<file path="src/rtl/jk_excite_seq.sv">
// jk_excite_seq: stimulus and self-check engine for a downstream JK flip-flop.
// A captured WIDTH-bit pattern is played LSB first. J/K come from the JK
// excitation table, driven by the predicted flop state, never from q_fb.
// Sequence: IDLE -> INIT (flop reset) -> DRIVE x WIDTH -> CHECK -> DONE -> IDLE.
// In every DRIVE cycle and in CHECK, q_fb is compared with the predicted state.
// qb_fb must also be the complement of q_fb. A failing cycle bumps err_cnt
// once (saturating) and sets the sticky mismatch flag.
// Optional build macro: JK_SEQ_ABORT_EN. When it is defined, the first failed
// check ends the run: the block goes straight to DONE with err_cnt=1.
// Handshake: start is a level request. It is accepted only in IDLE, on the
// edge where start=1. Holding start high in any other state has no effect.
// o_dbg_state exposes the FSM state encoding for checkers.
module jk_excite_seq #(
  parameter int WIDTH  = 8,
  parameter int CNT_W  = 4,
  parameter int DC_VAL = 0
) (
  input  logic             clk,
  input  logic             reset,
  input  logic             start,
  input  logic [WIDTH-1:0] pattern,
  input  logic             q_fb,
  input  logic             qb_fb,
  output logic             j,
  output logic             k,
  output logic             ff_rst,
  output logic             busy,
  output logic             done,
  output logic [CNT_W-1:0] err_cnt,
  output logic             mismatch,
  output logic [2:0]       o_dbg_state
);

  localparam int              IDX_W    = (WIDTH > 1) ? $clog2(WIDTH) : 1;
  localparam logic [IDX_W-1:0] LAST_IDX = IDX_W'(WIDTH - 1);
  localparam logic            DC       = (DC_VAL != 0);

  typedef enum logic [2:0] {
    S_IDLE  = 3'd0,
    S_INIT  = 3'd1,
    S_DRIVE = 3'd2,
    S_CHECK = 3'd3,
    S_DONE  = 3'd4
  } state_t;

  state_t           r_state, w_state;
  logic [WIDTH-1:0] r_pat, w_pat;
  logic [IDX_W-1:0] r_idx, w_idx;
  logic             r_p, w_p;
  logic             r_j, w_j;
  logic             r_k, w_k;
  logic             r_ff_rst, w_ff_rst;
  logic             r_busy, w_busy;
  logic             r_done, w_done;
  logic [CNT_W-1:0] r_err, w_err;
  logic             r_mis, w_mis;

  logic             w_fail;
  logic             w_abort;
  logic [CNT_W-1:0] w_err_inc;
  logic [IDX_W-1:0] w_idx_inc;

  // Excitation table: {J,K} needed to move the flop from state p to state t.
  function automatic logic [1:0] excite(input logic p, input logic t);
    logic [1:0] jk;
    case ({p, t})
      2'b00:   jk = {1'b0, DC};
      2'b01:   jk = {1'b1, DC};
      2'b10:   jk = {DC, 1'b1};
      default: jk = {DC, 1'b0};
    endcase
    return jk;
  endfunction

  // r_p is the state the flop should show during the current cycle.
  assign w_fail    = (q_fb != r_p) || (qb_fb == q_fb);
  assign w_err_inc = (r_err == {CNT_W{1'b1}}) ? r_err : r_err + 1'b1;
  assign w_idx_inc = r_idx + 1'b1;

`ifdef JK_SEQ_ABORT_EN
  assign w_abort = w_fail;
`else
  assign w_abort = 1'b0;
`endif

  // Next-state and next-output logic; every registered output is computed here.
  always_comb begin
    w_state  = r_state;
    w_pat    = r_pat;
    w_idx    = r_idx;
    w_p      = r_p;
    w_j      = 1'b0;
    w_k      = 1'b0;
    w_ff_rst = 1'b0;
    w_busy   = 1'b0;
    w_done   = 1'b0;
    w_err    = r_err;
    w_mis    = r_mis;
    case (r_state)
      S_IDLE: begin
        if (start) begin
          w_state  = S_INIT;
          w_pat    = pattern;
          w_err    = '0;
          w_mis    = 1'b0;
          w_idx    = '0;
          w_p      = 1'b0;
          w_ff_rst = 1'b1;
          w_busy   = 1'b1;
        end
      end
      S_INIT: begin
        // The flop is reset at the end of this cycle, so bit 0 starts from p=0.
        w_state      = S_DRIVE;
        w_idx        = '0;
        w_p          = 1'b0;
        {w_j, w_k}   = excite(1'b0, r_pat[0]);
        w_busy       = 1'b1;
      end
      S_DRIVE: begin
        if (w_fail) begin
          w_err = w_err_inc;
          w_mis = 1'b1;
        end
        if (w_abort) begin
          w_state = S_DONE;
          w_err   = CNT_W'(1);
          w_done  = 1'b1;
        end else if (r_idx == LAST_IDX) begin
          w_state = S_CHECK;
          w_p     = r_pat[r_idx];
          w_busy  = 1'b1;
        end else begin
          w_idx      = w_idx_inc;
          w_p        = r_pat[r_idx];
          {w_j, w_k} = excite(r_pat[r_idx], r_pat[w_idx_inc]);
          w_busy     = 1'b1;
        end
      end
      S_CHECK: begin
        if (w_fail) begin
          w_err = w_err_inc;
          w_mis = 1'b1;
        end
        if (w_abort) w_err = CNT_W'(1);
        w_state = S_DONE;
        w_done  = 1'b1;
      end
      S_DONE: begin
        w_state = S_IDLE;
      end
      default: begin
        w_state = S_IDLE;
      end
    endcase
  end

  // State and output registers; asynchronous active-low reset aborts any run.
  always_ff @(posedge clk or negedge reset) begin
    if (!reset) begin
      r_state  <= S_IDLE;
      r_pat    <= '0;
      r_idx    <= '0;
      r_p      <= 1'b0;
      r_j      <= 1'b0;
      r_k      <= 1'b0;
      r_ff_rst <= 1'b0;
      r_busy   <= 1'b0;
      r_done   <= 1'b0;
      r_err    <= '0;
      r_mis    <= 1'b0;
    end else begin
      r_state  <= w_state;
      r_pat    <= w_pat;
      r_idx    <= w_idx;
      r_p      <= w_p;
      r_j      <= w_j;
      r_k      <= w_k;
      r_ff_rst <= w_ff_rst;
      r_busy   <= w_busy;
      r_done   <= w_done;
      r_err    <= w_err;
      r_mis    <= w_mis;
    end
  end

  assign j           = r_j;
  assign k           = r_k;
  assign ff_rst      = r_ff_rst;
  assign busy        = r_busy;
  assign done        = r_done;
  assign err_cnt     = r_err;
  assign mismatch    = r_mis;
  assign o_dbg_state = r_state;

endmodule

</file>
<file path="config.mk">
export PLATFORM = sky130hd
export DESIGN_NAME = jk_excite_seq
export DESIGN_NICKNAME = d
export VERILOG_FILES = /design/src/rtl/jk_excite_seq.sv
export SDC_FILE = /design/constraint.sdc
export NUM_CORES = 1
export LEC_CHECK = 0
export BUFFER_PORTS_ARGS = -buffer_cell sky130_fd_sc_hd__buf_4
export CORE_UTILIZATION = 60
export CTS_BUF_LIST = sky130_fd_sc_hd__clkbuf_4 sky130_fd_sc_hd__clkbuf_8
export DETAILED_ROUTE_END_ITERATION = 12
export PLACE_DENSITY = 0.9
export SLEW_MARGIN = 0
export SYNTH_ARGS = -nofsm -noshare
export SYNTH_HDL_FRONTEND = slang
export SYNTH_SLANG_ARGS = --single-unit
</file>
<file path="constraint.sdc">
create_clock -name clk -period 4.6 [get_ports clk]
set_input_delay 0.23 -clock clk [delete_from_list [all_inputs] [get_ports clk]]
set_output_delay 0.23 -clock clk [all_outputs]
set_load 0.1 [all_outputs]
</file>
# Word level (Yosys, flattened, before mapping)
# Cells that the tools add are included.
[op_classes]
n_addsub = 2
multipliers = 0
n_div = 0
n_lt_le_gt_ge = 2
eq_ne = 14
shift = 0
mux = 28
n_bitwise = 1
n_reduce_logical = 12
[ops]
columns = ["op", "n"]
rows = [
  ["$mux W3", 4],
  ["$mux W4", 3],
  ["$pmux W3 S4", 1],
  ["$mux W1", 9],
  ["$pmux W3 S3", 1],
  ["$lt A3 B4 Y1 const B", 2],
  ["$ne A2 B2 Y1 const B", 4],
  ["$pmux W1 S2", 4],
  ["$pmux W2 S2", 2],
  ["$pmux W4 S2", 1],
  ["$bmux W1 S3", 2],
  ["$eq A3 B2 Y1 const B", 2],
  ["$reduce_and A2 Y1", 3],
  ["$reduce_and A3 Y1", 2],
  ["$add A4 B1 Y4 const B", 1],
  ["$eq A4 B4 Y1 const B", 1],
  ["$reduce_and A4 Y1", 1],
  ["$reduce_or A2 Y1", 2],
  ["$add A3 B1 Y3 const B", 1],
  ["$eq A3 B1 Y1 const B", 1],
  ["$eq A3 B3 Y1 const B", 1],
  ["$logic_not A3 Y1", 1],
  ["$pmux W1 S3", 1],
  ["$reduce_bool A3 Y1", 1],
  ["other kinds (8)", 8],
]
[word_totals]
regBits = 25
latchBits = 0
ramBits = 0
mem_bits_ro = 0
word_cells = 70
n_memories = 0

# Logic depth before layout (Yosys ltp)
[depth]
word_depth = 7
mapped_depth = 7
ltp_nobuf = 6

# Worst setup path before layout
# OpenSTA, ideal clock, no wires.
[synth_path]
path_type = "reg2reg"
from = "register r_state[1] (netlist: o_dbg_state[1])"
to = "register r_err[3] (netlist: err_cnt[3])"
setup_ps = 78
arrival_ps = 2023
required_time_ps = 4522
setup_slack_ps = 2499
stages_incl_launch_ff = 6
synth_period_minus_slack_ps = 2101
path_cell_list = "dfrtp_1 clkbuf_8 and2b_1 nand4_2 or3_1 a21oi_1"
[synth_between]
elab_chain_len = 4
elab_cells_between_ends = 10
cone_classes = "5 x eq/ne; 1 x mux; 4 x reduce/logical"
[synth_lines]
columns = ["element", "line", "rtl"]
rows = [
  ["from (decl)", "46", "state_t r_state, w_state;"],
  ["from (signal assigned)", "173", "r_state <= w_state;"],
  ["$eq A3 B2 Y1", "99", "case (r_state)"],
  ["$reduce_or A2 Y1 (no source line)", "-", ""],
  ["$ne A2 B2 Y1 (no source line), or another cell as far along", "-", ""],
  ["$reduce_and A4 Y1 (no source line)", "-", ""],
  ["to (signal assigned)", "182", "r_err <= w_err;"],
  ["to (decl)", "55", "logic [CNT_W-1:0] r_err, w_err;"],
]
# Parallel ways exist; a longest one is shown, timed or not.
# A chain may end at the register's enable or synchronous reset.

# Final worst setup path
[layout_path]
from = "register r_idx[0]"
to = "register r_j (netlist: j)"
[layout_between]
elab_chain_len = 7
elab_cells_between_ends = 11
cone_classes = "1 x add/sub; 3 x eq/ne; 7 x mux"
[layout_lines]
columns = ["element", "line", "rtl"]
rows = [
  ["from (decl)", "48", "logic [IDX_W-1:0] r_idx, w_idx;"],
  ["from (signal assigned)", "175", "r_idx <= w_idx;"],
  ["$add A3 B1 Y3", "78", "assign w_idx_inc = r_idx + 1'b1;"],
  ["$bmux W1 S3", "136", "{w_j, w_k} = excite(r_pat[r_idx], r_pat[w_idx_inc]);"],
  ["$mux W1 (implied by the code)", "136", ""],
  ["$eq A2 B2 Y1 or $eq A2 B1 Y1 (tied branches)", "66", "case ({p, t})"],
  ["$pmux W2 S2", "66", ""],
  ["$mux W1 (*)", "129", "end else if (r_idx == LAST_IDX) begin"],
  ["$pmux W1 S2 (*)", "99", ""],
  ["named net w_j", "50", "logic r_j, w_j;"],
  ["to (signal assigned)", "177", "r_j <= w_j;"],
  ["to (decl)", "50", ""],
]
# Mark *: on every way through the listed nets, which the timed path passes. The rest lies on a longest branch. The select of a mux whose other input is x is not followed.

==> impl_metrics.ini <==
[placed_design]
dp_hpwl_um = 1680
dp_cells = 157
numPortBuffers = 25
place_congestion = 0.8608

[clock_network]
clk_transition_reported_paths_ns = 0.12
postCtsHoldBufs = 1
tritoncts = done
cts_buffer_depth = 2
cts_buffers = 3
post_cts_buffers = 0
cts-resized-gates = 0
worstSkewPairLatency_ns = 0.31
clock_sinks = 25
cts_root_buf = clkbuf_4
h-tree-depth = 1

[die]
ios = 26
die_x_um = 47.12
rows = 15
fp.coreArea_um2 = 1821
dieArea_um2 = 2220
die_y_um = 47.12
start_util = 0.6708

[synth]
synth_warnings = 0
synth_top_area_frac = 0.5123
yosysTopAreaCell = dfrtp_1
syn_area_per_cell_um2 = 11.00
async_flop_share = 1.000
ys_seq_area_frac = 0.5123
netlist_area_um2 = 1221
yosysMostFrequentCell = nand2_1
syn_nets = 127
synth_cell_types = 37
ys.flop_type = dfrtp_1
ys_ff_latch = 25
synth_area_leaders = dfrtp_1 (51%), nand2_1 (8.0%), mux4_1 (4.3%)
synth_edf_count = 0
synthTopCellsByCount = nand2_1 (26), dfrtp_1 (25), o21ai_0 (7)
netlist_instances = 111

[layout]
fin_cells = 162
nNetsFinal = 154
nFillCells = 109
drive_above_1_share = 0.2847
area_growth_pct = 18.24
multi_input_area_um2 = 544.3
seqCellArea_um2 = 625.6
num_antenna_cells = 0

[setup_path]
setup.worst_path.start = r_idx[0]$_DFFE_PN0P_
required_ns = 4.82
cp_num_buf_inv = 0
cp_top_family = adder cells
cp_common_cell = ha_1
cpMaxStageDelayCell = dfrtp_1
cp.depth = 6
ff2ff_setup_slack_ns = 2.65
crit_arrival_ns = 2.17
path_cells = ha_1, ha_1, mux4_2, mux2i_1, nor3_2, a41o_1
critPathCapture = j$_DFF_PN0_
slowest_delay_ns = 0.49
reg2reg_from = r_idx[0]$_DFFE_PN0P_
worst-path-max-fanout = 7
setup.worst_path.class = flip-flop to flip-flop
rr_worst_depth = 6
end_kind = flip-flop
startpoint_type = flip-flop
r2r-end = j$_DFF_PN0_

[sta]
max-slew-margin-rel = 0.6301
finalSetupViolCount = 0
finalClockSkew_ns = 0.001405
finalSetupTns_ns = 0
min_period_over_period = 0.4242
drv_slew = 0
hold_viol = 0
fmax_ghz = 0.5125
fin_crit_ns = 1.951
rsz0062_at_grt = no
tightest_slew_ns = 0.5498

[flow_run]
maxCapViolations = 0

[routing]
firstDrtPassIters = 4
drtIter0Drc = 20
wl_per_cell_um = 13.92
antenna_left = 0
wirelength_um = 2255
vias = 900
viasPerCell = 5.556
drc = 0

[grt]
gr-usage-met3 = 0.08077
grtUsageMet1 = 0.3147
antenna_found_initial = 0
grt-ovfl-total = 0
gr-usage-met2 = 0.4083
grt_pass1_vias = 892
grt_use_total = 0.2465
grt_pass1_wl_um = 3691
busiest_layer = met2
grt_max_degree = 26

[min_path]
hold_path.class = primary input to flip-flop
whs_path_depth = 3

[outcome]
status = complete, no violations
==> stage by stage <==
stage	cell area (um2)	worst slack (ns)	hold slack (ns)	util
final	1444	2.649	0.09456	0.7931
after global routing	1444	2.511	0.08308	0.7931
after CTS	1444	2.638	0.08167	0.7931
after detailed placement	1404	2.661	0.1451	0.7711
after global placement	1404	2.767	0.1434	0.7711
after floorplan	1221	2.499	-0.06559	-
==> registers in the layout, summed over array words and instances (netlist names) <==
name	flops
busy	1
j	1
done	1
mismatch	1
k	1
r_idx	3
r_p	1
o_dbg_state	3
r_pat	8
err_cnt	4
ff_rst	1
==> placed cells by master, fill, tap and decap left out, types with 2 or more instances in the layout <==
master | Yosys | layout
mux4_1 | 2 | 2
buf_4 | 0 | 25
nor2_1 | 4 | 4
nand3_1 | 5 | 5
inv_1 | 4 | 4
o21ai_0 | 7 | 7
dfrtp_1 | 25 | 25
ha_1 | 3 | 3
a31oi_1 | 2 | 2
mux2i_1 | 2 | 2
mux4_2 | 2 | 2
and2_1 | 2 | 2
nand3b_1 | 2 | 2
nand2_1 | 26 | 26
clkbuf_4 | 0 | 4
==> metal layers <==
layer	vias to the layer above	wire, um
met4	0	12
met2	23	1101
met5	-	0
li1	445	-
met1	430	1055
met3	2	85
==> worst register-to-register path, cell delays in order (launching register included) <==
cell and delay, ns:
dfrtp_1 0.49, ha_1 0.24, ha_1 0.33, mux4_2 0.31, mux2i_1 0.22, nor3_2 0.07
a41o_1 0.20
==> area by class of cell <==
class | count | area share
flip-flops and latches | 25 | 0.4333
multi-input cells | 78 | 0.3770
repair buffers | 26 | 0.1369
well taps | 25 | 0.02166
clock buffers | 4 | 0.02080
inverters | 4 | 0.01040
==> how the worst min path moves through the flow <==
stage	start	endpoint	slack [ns]
2_1_floorplan	reset	busy$_DFF_PN0_	-0.07
3_3_place_gp	reset	o_dbg_state[1]$_DFFE_PN0P_	0.14
3_5_place_dp	reset	o_dbg_state[2]$_DFFE_PN0P_	0.15
4_1_cts	pattern[5]	r_pat[5]$_DFFE_PN0P_	0.08
5_1_grt	pattern[4]	r_pat[4]$_DFFE_PN0P_	0.08
6_report	pattern[7]	r_pat[7]$_DFFE_PN0P_	0.09
==> cell families (layout without fill, tap and decap cells) <==
group	Yosys count	after routing	share of synthesized area
and+or+nand+nor	49	49	0.1988
buffers and inverters	8	34	0.04200
DFF	25	25	0.5123
AOI/OAI and AO/OA	17	17	0.09324
muxes	7	7	0.1086
xor gates and xnor gates	2	2	0.01435
adders and majority gates	3	3	0.03074
Power is left out: the tool's default activity adds up to more than one toggle a clock period on the data nets, which glitch-free logic cannot reach.
